===== src/rtl/fpu_pkg.sv =====
// Shared FPU types: field widths, the 34-bit add bus consumed by fpu_norm,
// and the add/sub core state encoding.
package fpu_pkg;
  localparam int EXP_W         = 8;
  localparam int FRAC_W        = 23;
  localparam int MANT_W        = FRAC_W + 1;
  localparam int MAX_SHIFT_DEF = 25;

  typedef struct packed {
    logic              sign;
    logic [EXP_W-1:0]  exp;
    logic [MANT_W:0]   mant;   // [24] carry, [23] hidden bit
  } add_bus_t;

  typedef enum logic [1:0] {
    ST_IDLE  = 2'd0,
    ST_ALIGN = 2'd1,
    ST_ADD   = 2'd2
  } addsub_state_t;
endpackage


===== src/rtl/fpu_align_shift.sv =====
// Holds the smaller operand's mantissa and right-aligns it by the shift amount.
// FPU_BARREL_ALIGN_EN: whole shift in one step; otherwise one bit per step.
module fpu_align_shift
  import fpu_pkg::*;
#(
  parameter int SHW = 5
) (
  input  logic              clk_i,
  input  logic              rst_ni,
  input  logic              load,
  input  logic [MANT_W-1:0] mant_in,
  input  logic [SHW-1:0]    shamt,
  input  logic              step,
  output logic [MANT_W-1:0] mant,
  output logic              done
);
`ifdef FPU_BARREL_ALIGN_EN
  logic [SHW-1:0] amt;

  always_ff @(posedge clk_i or negedge rst_ni) begin
    if (!rst_ni) begin
      mant <= '0;
      amt  <= '0;
    end else if (load) begin
      mant <= mant_in;
      amt  <= shamt;
    end else if (step) begin
      mant <= mant >> amt;
      amt  <= '0;   // a repeated step must not shift twice
    end
  end

  assign done = 1'b1;
`else
  logic [SHW-1:0] cnt;

  always_ff @(posedge clk_i or negedge rst_ni) begin
    if (!rst_ni) begin
      mant <= '0;
      cnt  <= '0;
    end else if (load) begin
      mant <= mant_in;
      cnt  <= shamt;
    end else if (step && cnt != '0) begin
      mant <= mant >> 1;
      cnt  <= cnt - 1'b1;
    end
  end

  assign done = (cnt == '0);
`endif
endmodule


===== src/rtl/fpu_addsub_core.sv =====
// Single-precision add/sub front end: unpack, magnitude swap, align, mantissa add.
// Produces the raw add bus for fpu_norm. Optional macro: FPU_BARREL_ALIGN_EN.
module fpu_addsub_core
  import fpu_pkg::*;
#(
  parameter int MAX_SHIFT = MAX_SHIFT_DEF
) (
  input  logic        clk_i,
  input  logic        rst_ni,
  input  logic        start_i,
  input  logic        op_sub_i,
  input  logic [31:0] a_i,
  input  logic [31:0] b_i,
  output logic        busy_o,
  output logic        valid_o,
  output logic [33:0] add_o
);
  localparam int SHW = $clog2(MAX_SHIFT + 1);
  localparam logic [EXP_W-1:0] MAX_E = EXP_W'(MAX_SHIFT);
  localparam logic [SHW-1:0]   MAX_N = SHW'(MAX_SHIFT);

  addsub_state_t state, state_nx;

  logic              sign_l, eff_sub;
  logic [EXP_W-1:0]  exp_l;
  logic [MANT_W-1:0] mant_l;
  add_bus_t          add_q;
  logic              valid_q;

  // Unpack; zero exponent flushes the mantissa
  logic [EXP_W-1:0]  exp_a, exp_b, exp_ln, exp_sn, diff;
  logic [MANT_W-1:0] mant_a, mant_b, mant_ln, mant_sn;
  logic              sign_a, sign_b, sign_ln, a_is_l;
  logic [SHW-1:0]    shamt;

  always_comb begin
    exp_a   = a_i[30:23];
    exp_b   = b_i[30:23];
    mant_a  = (exp_a != '0) ? {1'b1, a_i[22:0]} : '0;
    mant_b  = (exp_b != '0) ? {1'b1, b_i[22:0]} : '0;
    sign_a  = a_i[31];
    sign_b  = b_i[31] ^ op_sub_i;
    a_is_l  = {exp_a, mant_a} >= {exp_b, mant_b};
    exp_ln  = a_is_l ? exp_a  : exp_b;
    exp_sn  = a_is_l ? exp_b  : exp_a;
    mant_ln = a_is_l ? mant_a : mant_b;
    mant_sn = a_is_l ? mant_b : mant_a;
    sign_ln = a_is_l ? sign_a : sign_b;
    diff    = exp_ln - exp_sn;
    shamt   = (diff > MAX_E) ? MAX_N : diff[SHW-1:0];
  end

  logic              load, step, done;
  logic [MANT_W-1:0] mant_s;

  fpu_align_shift #(.SHW(SHW)) u_align (
    .clk_i   (clk_i),
    .rst_ni  (rst_ni),
    .load    (load),
    .mant_in (mant_sn),
    .shamt   (shamt),
    .step    (step),
    .mant    (mant_s),
    .done    (done)
  );

  always_comb begin
    state_nx = state;
    load     = 1'b0;
    step     = 1'b0;
    case (state)
      ST_IDLE: if (start_i) begin
        load     = 1'b1;
        state_nx = ST_ALIGN;
      end
      ST_ALIGN: begin
        step = 1'b1;
        if (done) state_nx = ST_ADD;
      end
      ST_ADD:  state_nx = ST_IDLE;
      default: state_nx = ST_IDLE;
    endcase
  end

  // L magnitude >= S, so the difference never goes negative
  logic [MANT_W:0] sum;
  add_bus_t        res;

  always_comb begin
    sum = eff_sub ? ({1'b0, mant_l} - {1'b0, mant_s})
                  : ({1'b0, mant_l} + {1'b0, mant_s});
    res = '{sign: sign_l, exp: exp_l, mant: sum};
    if (eff_sub && sum == '0) res = '0;
  end

  always_ff @(posedge clk_i or negedge rst_ni) begin
    if (!rst_ni) begin
      state   <= ST_IDLE;
      sign_l  <= 1'b0;
      eff_sub <= 1'b0;
      exp_l   <= '0;
      mant_l  <= '0;
      add_q   <= '0;
      valid_q <= 1'b0;
    end else begin
      state   <= state_nx;
      valid_q <= (state == ST_ADD);
      if (load) begin
        sign_l  <= sign_ln;
        eff_sub <= sign_a ^ sign_b;
        exp_l   <= exp_ln;
        mant_l  <= mant_ln;
      end
      if (state == ST_ADD) add_q <= res;
    end
  end

  assign busy_o  = (state != ST_IDLE);
  assign valid_o = valid_q;
  assign add_o   = add_q;
endmodule


===== config.mk =====
export PLATFORM = sky130hd
export DESIGN_NAME = fpu_addsub_core
export DESIGN_NICKNAME = d
export VERILOG_FILES = /design/src/rtl/fpu_pkg.sv /design/src/rtl/fpu_align_shift.sv /design/src/rtl/fpu_addsub_core.sv
export SDC_FILE = /design/constraint.sdc
export NUM_CORES = 1
export LEC_CHECK = 0
export BUFFER_PORTS_ARGS = -buffer_cell sky130_fd_sc_hd__buf_2
export CORE_UTILIZATION = 60
export CTS_BUF_LIST = sky130_fd_sc_hd__clkbuf_4
export CTS_CLUSTER_SIZE = 25
export DETAILED_ROUTE_END_ITERATION = 8
export GPL_TIMING_DRIVEN = 0
export PLACE_DENSITY = 0.81
export SETUP_SLACK_MARGIN = 0.4
export SYNTH_ARGS = -nofsm -noshare
export SYNTH_HDL_FRONTEND = slang
export SYNTH_SLANG_ARGS = --single-unit

===== constraint.sdc =====
create_clock -name clk_i -period 6.4 [get_ports clk_i]
set_clock_uncertainty 0.15 [all_clocks]
set_input_delay 1.28 -clock clk_i [delete_from_list [all_inputs] [get_ports clk_i]]
set_output_delay 1.28 -clock clk_i [all_outputs]
set_load 0.02 [all_outputs]

---- Word level (Yosys, flattened, before mapping) ----
Index checks and enable logic that the tools add are counted.
storage, ports and cells
  register bits after elaboration ......... 100
  latch bits .............................. 0
  memory bits (writable) .................. 0
  bits in read-only memories .............. 0
  bits of input ports ..................... 68
  output and inout bits ................... 36
  memories kept ........................... 0
cells by class
  $add $sub $neg .......................... 4
  multipliers ............................. 0
  div/mod/pow operators ................... 0
  order comparisons ....................... 2
  eq/ne operators ......................... 4
  shift-type cells ........................ 0
  mux-type cells .......................... 20
  bitwise logic cells ..................... 2
  reductions and logical operators ........ 11
operators by type and width
  cell                                                                              count
  24-bit two-way mux                                                                6
  34-bit two-way mux                                                                1
  32-bit >= comparator                                                              1
  24-bit by 24-bit adder with 25-bit output                                         1
  25-bit zero test                                                                  1
  25-bit two-way mux                                                                1
  24-bit by 24-bit subtractor with 25-bit output                                    1
  8-bit two-way mux                                                                 2
  8-bit nonzero test                                                                2
  5-bit two-way mux                                                                 3
  8-bit by 5-bit greater-than comparator with 1-bit output (second input constant)  1
  8-bit subtractor                                                                  1
  5-bit zero test                                                                   1
  5-bit nonzero test                                                                1
  5-bit by 1-bit subtractor with 5-bit output (second input constant)               1
  1-bit two-way mux                                                                 4
  2-bit two-way mux                                                                 2
  2-bit inequality test (second input constant)                                     2
  2-bit one-hot mux with 2 select lines                                             1
  2-bit nonzero test                                                                2
  2-bit by 1-bit equality test with 1-bit output (second input constant)            1
  2-bit equality test (second input constant)                                       1
  1-bit logical AND                                                                 2
  2-bit zero test                                                                   1
  other kinds (2)                                                                   3

---- Depth between registers and ports, before layout ----
Gate-level depths: netlist of the first run.
  depth in word-level cells ............... 8
  mapped depth ............................ 21

---- Modules after synthesis ----
From an unflattened synthesis of the first run, not the netlist that was laid out.
second synthesis, totals
  cells, all modules ...................... 991
  area total of the unflattened synthesis .. 7777.5 um2
by module, submodules not included
  module           instances  cells an instance  area each (um2)
  fpu_addsub_core  1          824                6226.0
  fpu_align_shift  1          167                1551.5

---- Worst setup path before layout of the first run ----
OpenSTA, ideal clock, no wires.
  path kind ............................... input to register
  start ................................... in a_i[24]
  end ..................................... reg u_align.cnt[0]
  library setup time ...................... 0.139 ns
  arrival ................................. 4.839 ns
  slack ................................... 1.273 ns
  cell stages on the path ................. 17
  path buffers ............................ 2
  cell sequence ........................... nor4_1 nand2_1 clkbuf_1 nand2_1 ha_1 nand2b_1 a2111o_1 a32o_1 o21a_1 buf_6 nor2_4 a31oi_2 a221o_1 a31o_1 or3_1 a32oi_2 a221oi_1
between the ends
  word-level cells in the longest chain between the ends .. 8
  elaborated cells between the ends (all ways) .. 9
  classes of those cells .................. add/sub: 1; order compare: 2; mux: 5; reduce/logical: 1
ends and longest elaborated chain
  element                                                   line                                          text
  start: declaration                                        fpu_addsub_core.sv:12                         input logic [31:0] a_i,
  8-bit nonzero test                                        fpu_addsub_core.sv:39                         mant_a = (exp_a != '0) ? {1'b1, a_i[22:0]} : '0;
  24-bit two-way mux                                        fpu_addsub_core.sv:39
  32-bit >= comparator                                      fpu_addsub_core.sv:43                         a_is_l = {exp_a, mant_a} >= {exp_b, mant_b};
  8-bit two-way mux, on equally long branches               fpu_addsub_core.sv:44, fpu_addsub_core.sv:45
  8-bit subtractor *                                        fpu_addsub_core.sv:49                         diff = exp_ln - exp_sn;
  8-bit by 5-bit greater-than comparator with 1-bit output  fpu_addsub_core.sv:50                         shamt = (diff > MAX_E) ? MAX_N : diff[SHW-1:0];
  5-bit two-way mux *                                       fpu_addsub_core.sv:50
  5-bit two-way mux *                                       fpu_align_shift.sv:41                         end else if (load) begin
  end signal: assignment                                    fpu_align_shift.sv:43                         cnt <= shamt;
  end signal: assignment                                    fpu_align_shift.sv:46                         cnt <= cnt - 1'b1;
  end: declaration                                          fpu_align_shift.sv:35                         logic [SHW-1:0] cnt;
Mark *: on every way between the ends. The rest lies on a longest branch, timed or not.
A chain may end at the register's enable or synchronous reset.

---- Worst setup path after layout of the first run ----
  start ................................... in a_i[23]
  end ..................................... reg u_align.cnt[0]
Same word-level chain as after synthesis.

==> results of run 1 <==
## cells in the mapped netlist, types with 3 or more instances
master	number	share of area
nand4_1	8	0.0065
o211ai_1	25	0.024
a21oi_1	72	0.047
nor4_1	12	0.0097
a21o_1	16	0.016
nand3_1	35	0.023
buf_1	8	0.0039
xnor2_1	43	0.049
dfrtp_1	100	0.32
o21ai_0	89	0.058
a211oi_1	4	0.0039
buf_2	4	0.0026
nor3_1	15	0.0097
o21a_1	5	0.0049
nor2_1	83	0.040
o21bai_1	3	0.0029
inv_1	27	0.013
nand2_1	198	0.096
o22ai_1	3	0.0024
ha_1	59	0.096
and2_1	30	0.024
clkbuf_1	45	0.022
or3_1	5	0.0041
xor2_1	12	0.014
nor2b_1	5	0.0041
a31oi_1	26	0.021
o21ai_1	4	0.0026
a211o_1	4	0.0045
nand2b_1	6	0.0049
and3_1	4	0.0032
nor4b_1	3	0.0034
## per-stage QoR
step / total power [uW] / util
after floorplan: 3380 / -
after global routing: 4840 / 0.685
final: 4420 / 0.685
after detailed placement: 4060 / 0.673
after CTS: 4390 / 0.683
after global placement: 3990 / 0.671
## logic make-up after synthesis
kind of cell    count (synthesis)  synth area share
mux                             3           0.00406
buf+inv                        85            0.0430
fa+ha+maj                      60            0.0984
xor+xnor                       55            0.0625
simple gates                  418             0.247
flops                         100             0.325
compound gates                278             0.221
## flip-flops by register name, indices dropped and copies added (netlist names)
name and cells:
add_o 34, mant_l 24, u_align.mant 24, exp_l 8, u_align.cnt 5, state 2, eff_sub 1, sign_l 1
valid_o 1
## worst paths after layout
check / from / cells past startpoint / end
worst max-delay path: a_i[23] / 17 / u_align.cnt[0]
worst min-delay path: add_o[7] / 2 / add_o[7]
worst max register to register: u_align.mant[1] / 19 / add_o[25]
worst min register to register: add_o[7] / 2 / add_o[7]
max in group asynchronous: rst_ni / 2 / u_align.mant[3]
min in group asynchronous: rst_ni / 1 / add_o[15]
## cell type report
type / count / area [sq um]
plain buffers: 58 / 230
clock buffers: 9 / 67.6
clock inverters: 6 / 56.3
fillers: 1096 / 3960
inverters: 27 / 101
multi-input cells: 814 / 4880
flip-flops and latches: 100 / 2500
well taps: 172 / 215
repair buffers: 105 / 553
## power by group through the flow
| stage | registers [uW] | clock network, uW | logic, uW |
|---|---|---|---|
| after CTS | 1090 | 319 | 2990 |
| after global placement | 1090 | 0 | 2900 |
| after floorplan | 1090 | 0 | 2290 |
| after global routing | 1130 | 344 | 3370 |
| final | 1100 | 319 | 3010 |
| after detailed placement | 1100 | 0 | 2960 |
## metal layers
| metal | track usage | up-vias | part of all wire |
|---|---|---|---|
| met4 | 0.0892 | 0 | 0.019 |
| met5 | 0 | - | 0 |
| met2 | 0.479 | 284 | 0.44 |
| li1 | - | 3763 | - |
| met1 | 0.468 | 3400 | 0.48 |
| met3 | 0.0511 | 34 | 0.067 |
## tightest hold or removal path, stage by stage, from the launching register on
cell and delay (ns):
dfrtp_1 0.36, nand2_1 0.05, nand2_1 0.05
## what timing repair did
item                                    4_1_cts  5_1_grt
buffers inserted                              0        1
endpoints found under the setup margin        0        5
gates resized for setup                       0        3
==> reports/results.tsv, run 1 <==
metric	value	unit
critPathKind	input pin to register	
dp_cells	1275	
startpoint_type	input pin	
status	complete, no violations	
reg2reg_slack	1.13	ns
cts_tree	built	
grt_pass1_wl	32600	um
hpwl	16600	um
antenna_found_initial	0	
cp_num_buf_inv	2	
rsz0062_at_grt	false	
ant_nets	0	
path_cells	buf_2, nor4_1, nand2_1, clkbuf_1, and2_1, ha_1, a21oi_1, o21ai_0, a211oi_1, nand3_2, nor2_4, a31oi_2, a221o_1, a31o_1, or3_1, a32oi_2, a221oi_1	
die_y	115	um
drt-vias-per-instance	5.79	
drt_first_pass_iters	5	
worst_slack	0.666	ns
start_util	0.613	
fin_cells	1291	
grt_max_degree	52	
ys_seq_area_frac	0.325	
globalRouteOverflowTotal	0	
max_stage_delay	0.46	ns
finalSetupTns	0	ns
crit_family	compound AO/OA/AOI/OAI gates	
cts_made_buffers	9	
pwr-share-clk	0.072	
power_leakage	0.00403	uW
internal-power	2230	uW
holdBufCountCts	0	
insertion_delay	0.46	ns
syn_area_per_cell	7.71	sq um
yosys.cell_types.count	69	
io_pins	104	
worst_slew_pin_slew	0.807	ns
area_growth	11.7	%
clk_transition_reported_paths	0.14	ns
worstPathArrival	5.92	ns
wl	20400	um
track_usage	0.317	
routabilityCongestion	0.929	
pwr_density_cell	514	nW/um^2
drt-initial-drc-count	693	
peakVddDrop	0.250	mV
placement_rows	41	
required	6.59	ns
synth-seq-cells	100	
h-tree-depth	3	
layout_commonest_cell	nand2_1	
p_seq_frac	0.248	
grt_pass1_vias	6538	
swShare	0.496	
slowest_stage	nor4_1	
cp_max_fo	10	
dieWidth	115	um
synthArstFlopShare	1.00	
drc	0	
drive_gt1_frac	0.120	
timing.fmax	174	MHz
finalCritPeriodShare	0.896	
hold_violations	0	
synth_edf_count	0	
n_antenna_cell	0	
slew_headroom	0.454	
fp.dieArea	13300	sq um
ys.warnings.count	0	
cap_violations	0	
coreArea	12600	sq um
synthCells	999	
worst_hold_slack	0.336	ns
final_cell_mix	nand2_1 (198), buf_2 (106), dfrtp_1 (100)	
postPlaceCellArea	8460	sq um
hold_path.class	register to register	
fin_nets	1243	
setup_violations	0	
pwr-share-comb	0.680	
power.switching	2190	uW
synth_ff_type	dfrtp_1	
dp_slack	0.0303	ns
cts-root-buf	clkbuf_4	
clk_path_buf_depth	2	
clkSinkCount	100	
fin_crit	5.73	ns
cp-end-kind	register	
fin_area	8610	sq um
synth_nets	1127	
num_vias	7481	
finalMaxSlewViolations	0	
portBuffers	103	
synthesis.area	7700	sq um
wl_per_cell	15.8	um
Power figures use the tool's default switching activity.
==> run 2: changes to the inputs <==
--- a/config.mk
+++ b/config.mk
@@ -6,13 +6,13 @@
 export NUM_CORES = 1
 export LEC_CHECK = 0
 export BUFFER_PORTS_ARGS = -buffer_cell sky130_fd_sc_hd__buf_2
-export CORE_UTILIZATION = 60
+export CORE_UTILIZATION = 35
 export CTS_BUF_LIST = sky130_fd_sc_hd__clkbuf_4
 export CTS_CLUSTER_SIZE = 25
 export DETAILED_ROUTE_END_ITERATION = 8
 export GPL_TIMING_DRIVEN = 0
-export PLACE_DENSITY = 0.81
-export SETUP_SLACK_MARGIN = 0.4
+export PLACE_DENSITY = 0.51
+export RECOVER_POWER = 25
 export SYNTH_ARGS = -nofsm -noshare
 export SYNTH_HDL_FRONTEND = slang
 export SYNTH_SLANG_ARGS = --single-unit
==> run 2 against run 1 <==
Non-clock buffer count is 1 lower. Largest power group unchanged. Cell area is 1.1% higher. Critical path type unchanged. The run now ends with max-capacitance violations, max-slew violations left. Worst setup slack worse by 0.057 ns.
==> reports/results.tsv, run 2 (synthesized netlist as in run 1, its figures left out) <==
metric	value	unit	change
startpoint_type	input pin		unchanged
hold_path.class	register to register		unchanged
critPathKind	input pin to register		unchanged
setup_violations	0		unchanged
dp_cells	1378		was 1275
num_vias	7301		was 7481
status	complete, but fails checks		was complete, no violations
r2r-start	u_align.mant[0]		was u_align.mant[1]
final_cell_mix	nand2_1 (198), buf_2 (106), dfrtp_1 (100)		unchanged
drc	0		unchanged
drive_gt1_frac	0.119		was 0.120
insertion_delay	0.48	ns	was 0.46 ns
die_y	150	um	was 115 um
fp.dieArea	22600	sq um	was 13300 sq um
drt-initial-drc-count	433		was 693
reg2reg_slack	1.01	ns	was 1.13 ns
cp-end-kind	register		unchanged
min_from	add_o[21]		was add_o[7]
power_leakage	0.00399	uW	was 0.00403 uW
r2r_cells	19		unchanged
clk_path_buf_depth	2		unchanged
hold_violations	0		unchanged
globalRouteOverflowTotal	0		unchanged
clkSinkCount	100		unchanged
ctsResizeCount	0		unchanged
timing.fmax	173	MHz	was 174 MHz
hold_path_end	add_o[21]		was add_o[7]
placement_rows	53		was 41
holdBufCountCts	0		unchanged
grt_max_degree	52		unchanged
ant_nets	0		unchanged
area_growth	13.0	%	was 11.7%
wl_met3	967	um	was 1370 um
slew_headroom	-0.811		was 0.454
coreArea	21300	sq um	was 12600 sq um
rsz0062_at_grt	false		unchanged
hpwl	19000	um	was 16600 um
worst_slew_pin_slew	2.72	ns	was 0.807 ns
wl_per_cell	16.8	um	was 15.8 um
nFillCells	2249		was 1096
drt-vias-per-instance	5.24		was 5.79
cap_violations	2		was 0
cts_tree	built		unchanged
track_usage	0.217		was 0.317
routabilityCongestion	0.835		was 0.929
dieWidth	150	um	was 115 um
io_pins	104		unchanged
finalCritPeriodShare	0.905		was 0.896
cp_max_fo	10		unchanged
r2r_end	add_o[29]		was add_o[25]
drt_first_pass_iters	5		unchanged
post-cts-setup-buffers	0		unchanged
fin_nets	1242		was 1243
h-tree-depth	3		unchanged
fin_crit	5.79	ns	was 5.73 ns
wl	23500	um	was 20400 um
wl_met2	9780	um	was 8880 um
layout_commonest_cell	nand2_1		unchanged
clk_transition_reported_paths	0.15	ns	was 0.14 ns
cts_made_buffers	9		unchanged
violations	max-capacitance violations, max-slew violations		
largest_reg_flops	34		unchanged
pwr_density_cell	513	nW/um^2	was 514 nW/um^2
routed.top_layer	met4		unchanged
grt_pass1_wl	37700	um	was 32600 um
grt_pass1_vias	6865		was 6538
peakVddDrop	0.165	mV	was 0.250 mV
antenna_found_initial	1		was 0
portBuffers	103		unchanged
fin_cells	1394		was 1291
drt-met1-wl	12400	um	was 9720 um
start_util	0.362		was 0.613
required	6.61	ns	was 6.59 ns
finalMaxSlewViolations	103		was 0
worstPathArrival	6.00	ns	was 5.92 ns
worst_hold_slack	0.336	ns	about the same
hold_depth	2		unchanged
cts-root-buf	clkbuf_4		unchanged
## run 2: changes by cell type in the layout (fill, tap and decap cells not counted), sizes merged
cell,before,now
clkinv,5,2
buf,118,115
clkinvlp,0,3
bufinv,1,0
clkdlybuf4s25,0,1
clkbuf,54,56
diode,0,1
## run 2: area by class of cell
| type | instances | area (sq um) | share of cell area |
|---|---|---|---|
| clock inverter | 5 | 40.0 | 0.00460 |
| timing repair buffer | 104 | 524 | 0.0602 |
| inverter | 27 | 101 | 0.0116 |
| multi-input combinational | 814 | 4880 | 0.561 |
| antenna | 1 | 2.50 | 0.000288 |
| buffer | 58 | 230 | 0.0265 |
| sequential | 100 | 2500 | 0.288 |
| clock buffer | 10 | 75.1 | 0.00863 |
| tap | 275 | 344 | 0.0395 |
## run 2: layer usage
layer	global-route usage	vias to the layer above
met1	0.331	3350
met2	0.317	171
met3	0.0273	20
met5	0	-
li1	-	3760
met4	0.0586	0
## run 2: worst max-delay path by stage
stage	startpoint	to	slack [ns]	depth (start not counted)
floorplan	a_i[24]	u_align.cnt[0]	1.27	17
global placement	a_i[23]	u_align.cnt[0]	-0.28	16
detailed placement	a_i[23]	u_align.cnt[0]	-0.10	17
CTS	a_i[23]	u_align.cnt[0]	0.44	17
global route	a_i[23]	u_align.cnt[0]	0.08	17
finish	a_i[23]	u_align.cnt[0]	0.61	17
## run 2: critical path, stage by stage
cell and delay [ns]:
buf_2 0.14, nor4_1 0.42, nand2_1 0.28, clkbuf_1 0.33, and2_1 0.29, ha_1 0.31, a21oi_1 0.14, o21ai_0 0.20
a211oi_1 0.38, nand3_2 0.30, nor2_4 0.25, a31oi_2 0.17, a221o_1 0.45, a31o_1 0.25, or3_1 0.35, a32oi_2 0.30
a221oi_1 0.14
## run 2: report_power, final
part | switching [uW] | internal (uW) | total (uW)
sequential | 239 | 870 | 1110
combinational | 1800 | 1250 | 3040
clock | 225 | 83.4 | 308
total | 2260 | 2200 | 4460
## run 2: metrics by stage
step | worst slack (ns) | setup TNS, ns | area (sq um) | power, uW | utilization
2_1_floorplan | 1.27 | 0 | 7700 | 3380 | -
3_3_place_gp | -0.277 | -1.22 | 8560 | 4120 | 0.402
3_5_place_dp | -0.100 | -0.321 | 8590 | 4150 | 0.404
5_1_grt | 0.0828 | 0 | 8700 | 4910 | 0.409
4_1_cts | 0.444 | 0 | 8710 | 4480 | 0.409
6_report | 0.609 | 0 | 8700 | 4460 | 0.409
